File: config.mk
export PLATFORM = sky130hd
export DESIGN_NAME = wb_mem_arbiter
export DESIGN_NICKNAME = d
export VERILOG_FILES = /design/src/rtl/wb_mem_arbiter_pkg.sv /design/src/rtl/wb_mem_arbiter.sv
export SDC_FILE = /design/constraint.sdc
export NUM_CORES = 1
export LEC_CHECK = 0
export BUFFER_PORTS_ARGS = -buffer_cell sky130_fd_sc_hd__buf_2
export CAP_MARGIN = 20
export CORE_AREA = 4 4 124 126
export DETAILED_ROUTE_END_ITERATION = 6
export DIE_AREA = 0 0 128 130
export PLACE_DENSITY = 0.56
export SYNTH_ARGS = -nofsm -noshare
export SYNTH_HDL_FRONTEND = slang
export SYNTH_SLANG_ARGS = --single-unit
File: constraint.sdc
create_clock -name clk -period 7.05 [get_ports clk]
set_input_delay 1.7625 -clock clk [delete_from_list [all_inputs] [get_ports clk]]
set_output_delay 1.7625 -clock clk [all_outputs]
set_load 0.03 [all_outputs]
File: src/rtl/wb_mem_arbiter_pkg.sv
// Shared Wishbone types and arbiter state encodings.
package wb_mem_arbiter_pkg;

    typedef logic [1:0] arb_state_t;

    localparam arb_state_t IDLE  = 2'd0;
    localparam arb_state_t OWN_I = 2'd1;
    localparam arb_state_t OWN_D = 2'd2;

    typedef struct packed {
        logic [31:0] adr;
        logic [31:0] dat;
        logic [3:0]  sel;
        logic        we;
        logic        stb;
        logic        cyc;
    } wb_req_t;

endpackage

File: src/rtl/wb_mem_arbiter.sv
// Two-master (fetch/data) to one-slave Wishbone arbiter.
// Ownership is held per cyc, data has priority, fetch is bounded against starvation, and a watchdog aborts hung transfers.
//   state | meaning
//   IDLE  | no owner, slave request outputs held at 0
//   OWN_I | fetch master owns the slave
//   OWN_D | data master owns the slave
module wb_mem_arbiter
    import wb_mem_arbiter_pkg::*;
#(
    parameter int STARVE_LIMIT   = 4,
    parameter int TIMEOUT_CYCLES = 255
) (
    input  logic        clk,
    input  logic        rst,
    input  logic [31:0] i_adr_i,
    input  logic [31:0] i_dat_i,
    input  logic [3:0]  i_sel_i,
    input  logic        i_we_i,
    input  logic        i_stb_i,
    input  logic        i_cyc_i,
    output logic [31:0] i_dat_o,
    output logic        i_ack_o,
    output logic        i_err_o,
    output logic        i_rty_o,
    input  logic [31:0] d_adr_i,
    input  logic [31:0] d_dat_i,
    input  logic [3:0]  d_sel_i,
    input  logic        d_we_i,
    input  logic        d_stb_i,
    input  logic        d_cyc_i,
    output logic [31:0] d_dat_o,
    output logic        d_ack_o,
    output logic        d_err_o,
    output logic        d_rty_o,
    output logic [31:0] s_adr_o,
    output logic [31:0] s_dat_o,
    output logic [3:0]  s_sel_o,
    output logic        s_we_o,
    output logic        s_stb_o,
    output logic        s_cyc_o,
    input  logic [31:0] s_dat_i,
    input  logic        s_ack_i,
    input  logic        s_err_i,
    input  logic        s_rty_i,
    output logic [1:0]  grant_o
);

    localparam int SC_W = (STARVE_LIMIT < 1) ? 1 : $clog2(STARVE_LIMIT + 1);
    // wd_cnt only has to hold TIMEOUT_CYCLES-1: the abort fires on the stalled cycle that would reach the limit
    localparam int WD_W = (TIMEOUT_CYCLES < 2) ? 1 : $clog2(TIMEOUT_CYCLES);
    localparam logic [SC_W-1:0] SC_MAX = SC_W'(STARVE_LIMIT);
    localparam logic [WD_W-1:0] WD_LAST = WD_W'(TIMEOUT_CYCLES - 1);

    arb_state_t      r_state;
    logic [SC_W-1:0] r_starve_cnt;
    logic [WD_W-1:0] r_wd_cnt;

    wb_req_t    w_i_req;
    wb_req_t    w_d_req;
    wb_req_t    w_own;
    arb_state_t w_state_nxt;
    logic       w_resp;
    logic       w_stall;
    logic       w_wd_abort;
    logic       w_rearb;
    logic       w_req_i;
    logic       w_req_d;

    assign w_i_req = '{adr: i_adr_i, dat: i_dat_i, sel: i_sel_i, we: i_we_i, stb: i_stb_i, cyc: i_cyc_i};
    assign w_d_req = '{adr: d_adr_i, dat: d_dat_i, sel: d_sel_i, we: d_we_i, stb: d_stb_i, cyc: d_cyc_i};

    always_comb begin
        w_own = '0;
        case (r_state)
            OWN_I:   w_own = w_i_req;
            OWN_D:   w_own = w_d_req;
            default: w_own = '0;
        endcase
    end

    assign w_resp     = s_ack_i | s_err_i | s_rty_i;
    assign w_stall    = w_own.stb & ~w_resp;
    assign w_wd_abort = (TIMEOUT_CYCLES != 0) && w_stall && (r_wd_cnt == WD_LAST);

    // An aborted owner is excluded from the re-arbitration as though it had dropped cyc
    always_comb begin
        w_req_i     = i_cyc_i & ~(w_wd_abort & (r_state == OWN_I));
        w_req_d     = d_cyc_i & ~(w_wd_abort & (r_state == OWN_D));
        w_rearb     = (r_state == IDLE) | ~w_own.cyc | w_wd_abort;
        w_state_nxt = r_state;
        if (w_rearb) begin
            if (w_req_i && w_req_d)
                w_state_nxt = (r_starve_cnt == SC_MAX) ? OWN_I : OWN_D;
            else if (w_req_i)
                w_state_nxt = OWN_I;
            else if (w_req_d)
                w_state_nxt = OWN_D;
            else
                w_state_nxt = IDLE;
        end
    end

    always_ff @(posedge clk or posedge rst) begin
        if (rst) begin
            r_state      <= IDLE;
            r_starve_cnt <= '0;
            r_wd_cnt     <= '0;
        end else begin
            r_state <= w_state_nxt;
            if (w_rearb && w_state_nxt == OWN_I)
                r_starve_cnt <= '0;
            else if (w_rearb && w_state_nxt == OWN_D && i_cyc_i && r_starve_cnt != SC_MAX)
                r_starve_cnt <= r_starve_cnt + SC_W'(1);
            if (TIMEOUT_CYCLES == 0 || w_wd_abort || !w_stall || w_state_nxt != r_state)
                r_wd_cnt <= '0;
            else
                r_wd_cnt <= r_wd_cnt + WD_W'(1);
        end
    end

    assign s_adr_o = w_own.adr;
    assign s_dat_o = w_own.dat;
    assign s_sel_o = w_own.sel;
    assign s_we_o  = w_own.we;
    assign s_stb_o = w_own.stb & ~w_wd_abort;
    assign s_cyc_o = w_own.cyc & ~w_wd_abort;

    assign i_dat_o = s_dat_i;
    assign d_dat_o = s_dat_i;
    assign i_ack_o = (r_state == OWN_I) & s_ack_i;
    assign i_err_o = (r_state == OWN_I) & (s_err_i | w_wd_abort);
    assign i_rty_o = (r_state == OWN_I) & s_rty_i;
    assign d_ack_o = (r_state == OWN_D) & s_ack_i;
    assign d_err_o = (r_state == OWN_D) & (s_err_i | w_wd_abort);
    assign d_rty_o = (r_state == OWN_D) & s_rty_i;

    assign grant_o = {r_state == OWN_D, r_state == OWN_I};

endmodule

Yosys cells after proc, flatten, opt, wreduce, memory -nomap -nowiden

Index checks and enable logic that the tools add are counted.

Logic and storage cells: 56
Register bits: 13
Output and inout port bits: 143

Reduce and logical (&&, ||, !) cells: 11
Bitwise logic cells: 23
Add/sub/neg operators: 2
Muxes and demuxes: 9
Equal/unequal tests: 8

Operator list:

| cell                                                | count |
|---|---|
| one-hot mux 71 bit (2 select lines)                 | 1 |
| bitwise AND 1 bit                                   | 13 |
| two-way mux 2 bit                                   | 5 |
| adder 8 x 1 -> 8 bit, second input constant         | 1 |
| equality test 8 bit, second input constant          | 1 |
| two-way mux 8 bit                                   | 1 |
| logical AND 1 bit                                   | 6 |
| two-way mux 3 bit                                   | 2 |
| NOT 1 bit                                           | 5 |
| bitwise OR 1 bit                                    | 5 |
| equality test 2 x 1 -> 1 bit, second input constant | 2 |
| equality test 2 bit, second input constant          | 2 |
| adder 3 x 1 -> 3 bit, second input constant         | 1 |
| equality test 3 bit, second input constant          | 1 |
| != test 3 bit, second input constant                | 1 |
| logical NOT 2 bit                                   | 1 |
| logical OR 1 bit                                    | 2 |
| != test 2 bit                                       | 1 |
| nonzero test 2 bit                                  | 1 |
| logical NOT 1 bit                                   | 1 |

Logic depth before layout (Yosys ltp)

Word-level depth: 18
Gate-level depth with buffers: 9
Depth with buffers taken out: 7

Least setup slack after synthesis

Ideal clock, no wire load.

Kind: in2out
Start point: input port s_err_i
End point: output port s_cyc_o
Arrival: 3.173 ns
Stages: 4
Required time: 5.287 ns
Slack: 2.114 ns
Path through: or4b_1 > clkbuf_2 > or4_1 > and3_1

Longest elaborated chain between the ends: 7

RTL lines:

| what                          | line                  | source |
|---|---|---|
| start: declaration            | wb_mem_arbiter.sv:43  | `input logic s_err_i,` |
| bitwise OR 1 bit (2 in a row) | wb_mem_arbiter.sv:81  | `assign w_resp = s_ack_i \| s_err_i \| s_rty_i;` |
| NOT 1 bit                     | wb_mem_arbiter.sv:82  | `assign w_stall = w_own.stb & ~w_resp;` |
| bitwise AND 1 bit             | wb_mem_arbiter.sv:82  |  |
| logical AND 1 bit             | wb_mem_arbiter.sv:83  | `assign w_wd_abort = (TIMEOUT_CYCLES != 0) && w_stall && (r_wd_cnt == WD_LAST);` |
| NOT 1 bit                     | wb_mem_arbiter.sv:126 | `assign s_cyc_o = w_own.cyc & ~w_wd_abort;` |
| bitwise AND 1 bit             | wb_mem_arbiter.sv:126 |  |
| end: declaration              | wb_mem_arbiter.sv:40  | `output logic s_cyc_o,` |

No other way between the ends.

Worst setup path after layout

Same ends and word-level chain as after synthesis.

==> summary.md <==
| Metric | Value |
|---|---|
| Pwr/cell area | `175 nW/um2` |
| Layout cells sized above 1 | `51.4%` |
| Largest net degree at the start of global routing | `76` |
| Gr usage total | `11.3%` |
| Register Area | `325 um2` |
| Crit path max fanout | `7` |
| Drt first pass iters | `4` |
| HP Class | `register to register` |
| Yosys warns | `0` |
| CTS tree | `done` |
| Internal | `299 uW` |
| Area share of the leading cell type in the synthesized netlist | `21.3%` |
| Final std cells w/o fill | `657` |
| Synth top area cells | `a22oi_1, buf_4, nor2b_1, dfrtp_1, ha_1` |
| Clock Tree Root | `clkbuf_16` |
| Crit path launch | `s_err_i` |
| Vias in the first global route | `2623` |
| Sw Share | `49.2%` |
| #FFs+latches synth | `13` |
| Grt total ovfl | `0` |
| CP required | `5290 ps` |
| Syn nets | `515` |
| Status | `completed` |
| Via count | `2877` |
| Total of max-cap violations | `0` |
| CTS Hold Bufs | `0` |
| Layout fillers | `1640` |
| Post-route ant nets | `0` |
| Ports | `322` |
| Die Area | `16600 um2` |
| Max clock buf depth | `2` |
| WL per Instance | `16.6 um` |
| Final #Nets | `660` |
| Chip height | `130 um` |
| TritonCTS Sinks | `13` |
| RSZ-0062 raised after global routing | `no` |
| Multi-input logic area | `1550 um2` |
| H-tree levels | `1` |
| Number of synthesized flops with an enable pin | `0` |
| Post-Place Cells | `653` |
| Initial Util | `17.2%` |
| Cell accounting for the most synthesized area | `a22oi_1` |
| NetSw | `290 uW` |
| Worst EP arrival | `3470 ps` |
| Final WL | `10.9 mm` |
| Post-Synthesis Cell Area | `2470 um2` |
| Min-delay src | `r_wd_cnt[0]$_DFF_PP0_` |
| Netlist cell types | `36` |
| Clock-pin slew on the worst setup and hold paths | `50 ps` |
| Mapped Avg Cell Area | `7.50 um2` |
| Detailed placement HPWL | `8.89 mm` |
| Syn Inst Count | `329` |
| Diode count | `0` |
| Sequential power share | `14.2%` |
| Clk pwr share | `18.3%` |
| Worst-Skew Late Latency | `240 ps` |
| Post-synthesis sequential area ratio | `13.2%` |
| Final Wtd Congestion | `0.776` |
| Slew headroom | `42.5%` |
| Rows | `44` |
| Final design utilization | `23.5%` |
| Initial antenna violation count | `0` |
| Core footprint | `14300 um2` |
| Crit. End Element | `primary output` |
| Drt via density | `4.38` |
| Worst r2r src | `r_state[1]$_DFF_PP0_` |
| Layout area overhead | `36.3%` |
| First-pass GRT wire length | `15.0 mm` |
| Fin crit share | `74.3%` |
| Min cycle time layout | `5240 ps` |
| DR DRC count | `0` |
| Postcts setup bufs | `0` |
| Number of port buffers | `225` |
| Max Fclk | `191 MHz` |
| TNS Setup | `0 ps` |
| Ys async rst share | `100%` |
| Logic gate share of total power | `67.5%` |
| CTS buffer count | `3` |
| Kind of start point of the critical path | `input port` |
| Slew Viols, Final | `0` |
| Final Hold Violating Endpoints | `0` |
| PostCTS Resize Cnt | `0` |
| Setup-failing EPs final | `0` |
| Critical path class | `input port to primary output` |
| Primary FF master, synth | `dfrtp_1` |
| Setup Skew | `2.43 ps` |
| Slew at the pin closest to its max-slew limit | `862 ps` |
| Static leakage | `0.00168 uW` |
| Die extent in x | `128 um` |
| VDD IR max | `0.221 mV` |
| First DRT Iteration DRCs | `110` |
## layout by cell type, fill, tap and decap left out, types with 5 or more instances in the layout
master and count:
nor2b_1 69, nand4_1 7, nor3_1 7, xnor2_1 5, a22oi_1 70, buf_2 225, dfrtp_1 13, inv_1 6
and2_1 6, nand2_1 11
## logic make-up (layout without fill, tap and decap cells)
| family | after synthesis | after routing | share of synthesized area, % |
|---|---|---|---|
| AO/OA/AOI/OAI | 87 | 87 | 26.6 |
| XOR/XNOR | 7 | 7 | 2.48 |
| adder cells (fa/ha/maj) | 7 | 7 | 3.55 |
| buffers and inverters | 95 | 239 | 24.4 |
| flip-flops | 13 | 13 | 13.2 |
| AND/OR/NAND/NOR | 120 | 120 | 29.8 |
## flip-flops by register name, summed over array words and instances, names as in the netlist
register      flops
r_wd_cnt          8
r_state           2
r_starve_cnt      3
## worst max-delay path, cell delays in order
cell and delay (ps):
buf_2 110, or4b_1 660, or4_1 550, and3_1 210, buf_2 170
## per-stage QoR
step                      worst slack [ps]  instance area (um2)  hold slack (ps)  power [uW]
after detailed placement              1820                 3280              489         487
after global placement                1830                 3280              488         487
final                                 1810                 3360              496         589
after global routing                  1740                 3360              521         626
after CTS                             1810                 3360              502         597
after floorplan                       2110                 2470              467         420
## Yosys cell counts, types with 2 or more instances
master and count:
dfrtp_1 13, buf_4 65, inv_1 6, a22oi_1 70, and2_1 6, nand4_1 7, nor4b_2 2, nor3_1 7
o21ai_0 2, a31o_2 2, and3_1 4, a21oi_1 2, nand3_1 3, o41ai_1 2, clkbuf_1 23, nor4_1 2
o21a_1 2, xor2_1 2, nand2_1 11, nor2_1 4, ha_1 7, xnor2_1 5, nor2b_1 69
## worst paths after layout
kind	endpoint	slack, ps	cells after the start
min in group asynchronous	r_wd_cnt[0]$_DFF_PP0_	1540	2
min reg2reg	r_wd_cnt[0]$_DFF_PP0_	500	1
max in group asynchronous	r_starve_cnt[2]$_DFFE_PP0P_	5160	2
max	s_cyc_o	1810	5
min	r_wd_cnt[0]$_DFF_PP0_	500	1
max reg2reg	r_wd_cnt[2]$_DFF_PP0_	3830	8
## power by group through the flow
| stage | registers [uW] | clock network (uW) | logic (uW) |
|---|---|---|---|
| after CTS | 83.6 | 110 | 403 |
| after detailed placement | 84.9 | 0 | 402 |
| after floorplan | 83.9 | 0 | 336 |
| final | 83.6 | 108 | 398 |
| after global placement | 84.7 | 0 | 402 |
| after global routing | 84.3 | 113 | 429 |
## layout make-up
type | count | area share [%]
Multi-Input combinational cell | 221 | 46.0
Timing Repair Buffer | 229 | 34.4
Sequential cell | 13 | 9.68
Tap cell | 184 | 6.85
Clock buffer | 3 | 2.23
Inverter | 6 | 0.670
Clock inverter | 1 | 0.149
## layer usage
metal | vias to the layer above | wire [um] | GRT usage (%)
li1 | 1403 | - | -
met3 | 22 | 830 | 2.17
met2 | 131 | 5270 | 18.6
met4 | 0 | 182 | 2.87
met5 | - | 0 | 0
met1 | 1321 | 4600 | 15.2
Power figures use the tool's default switching activity.
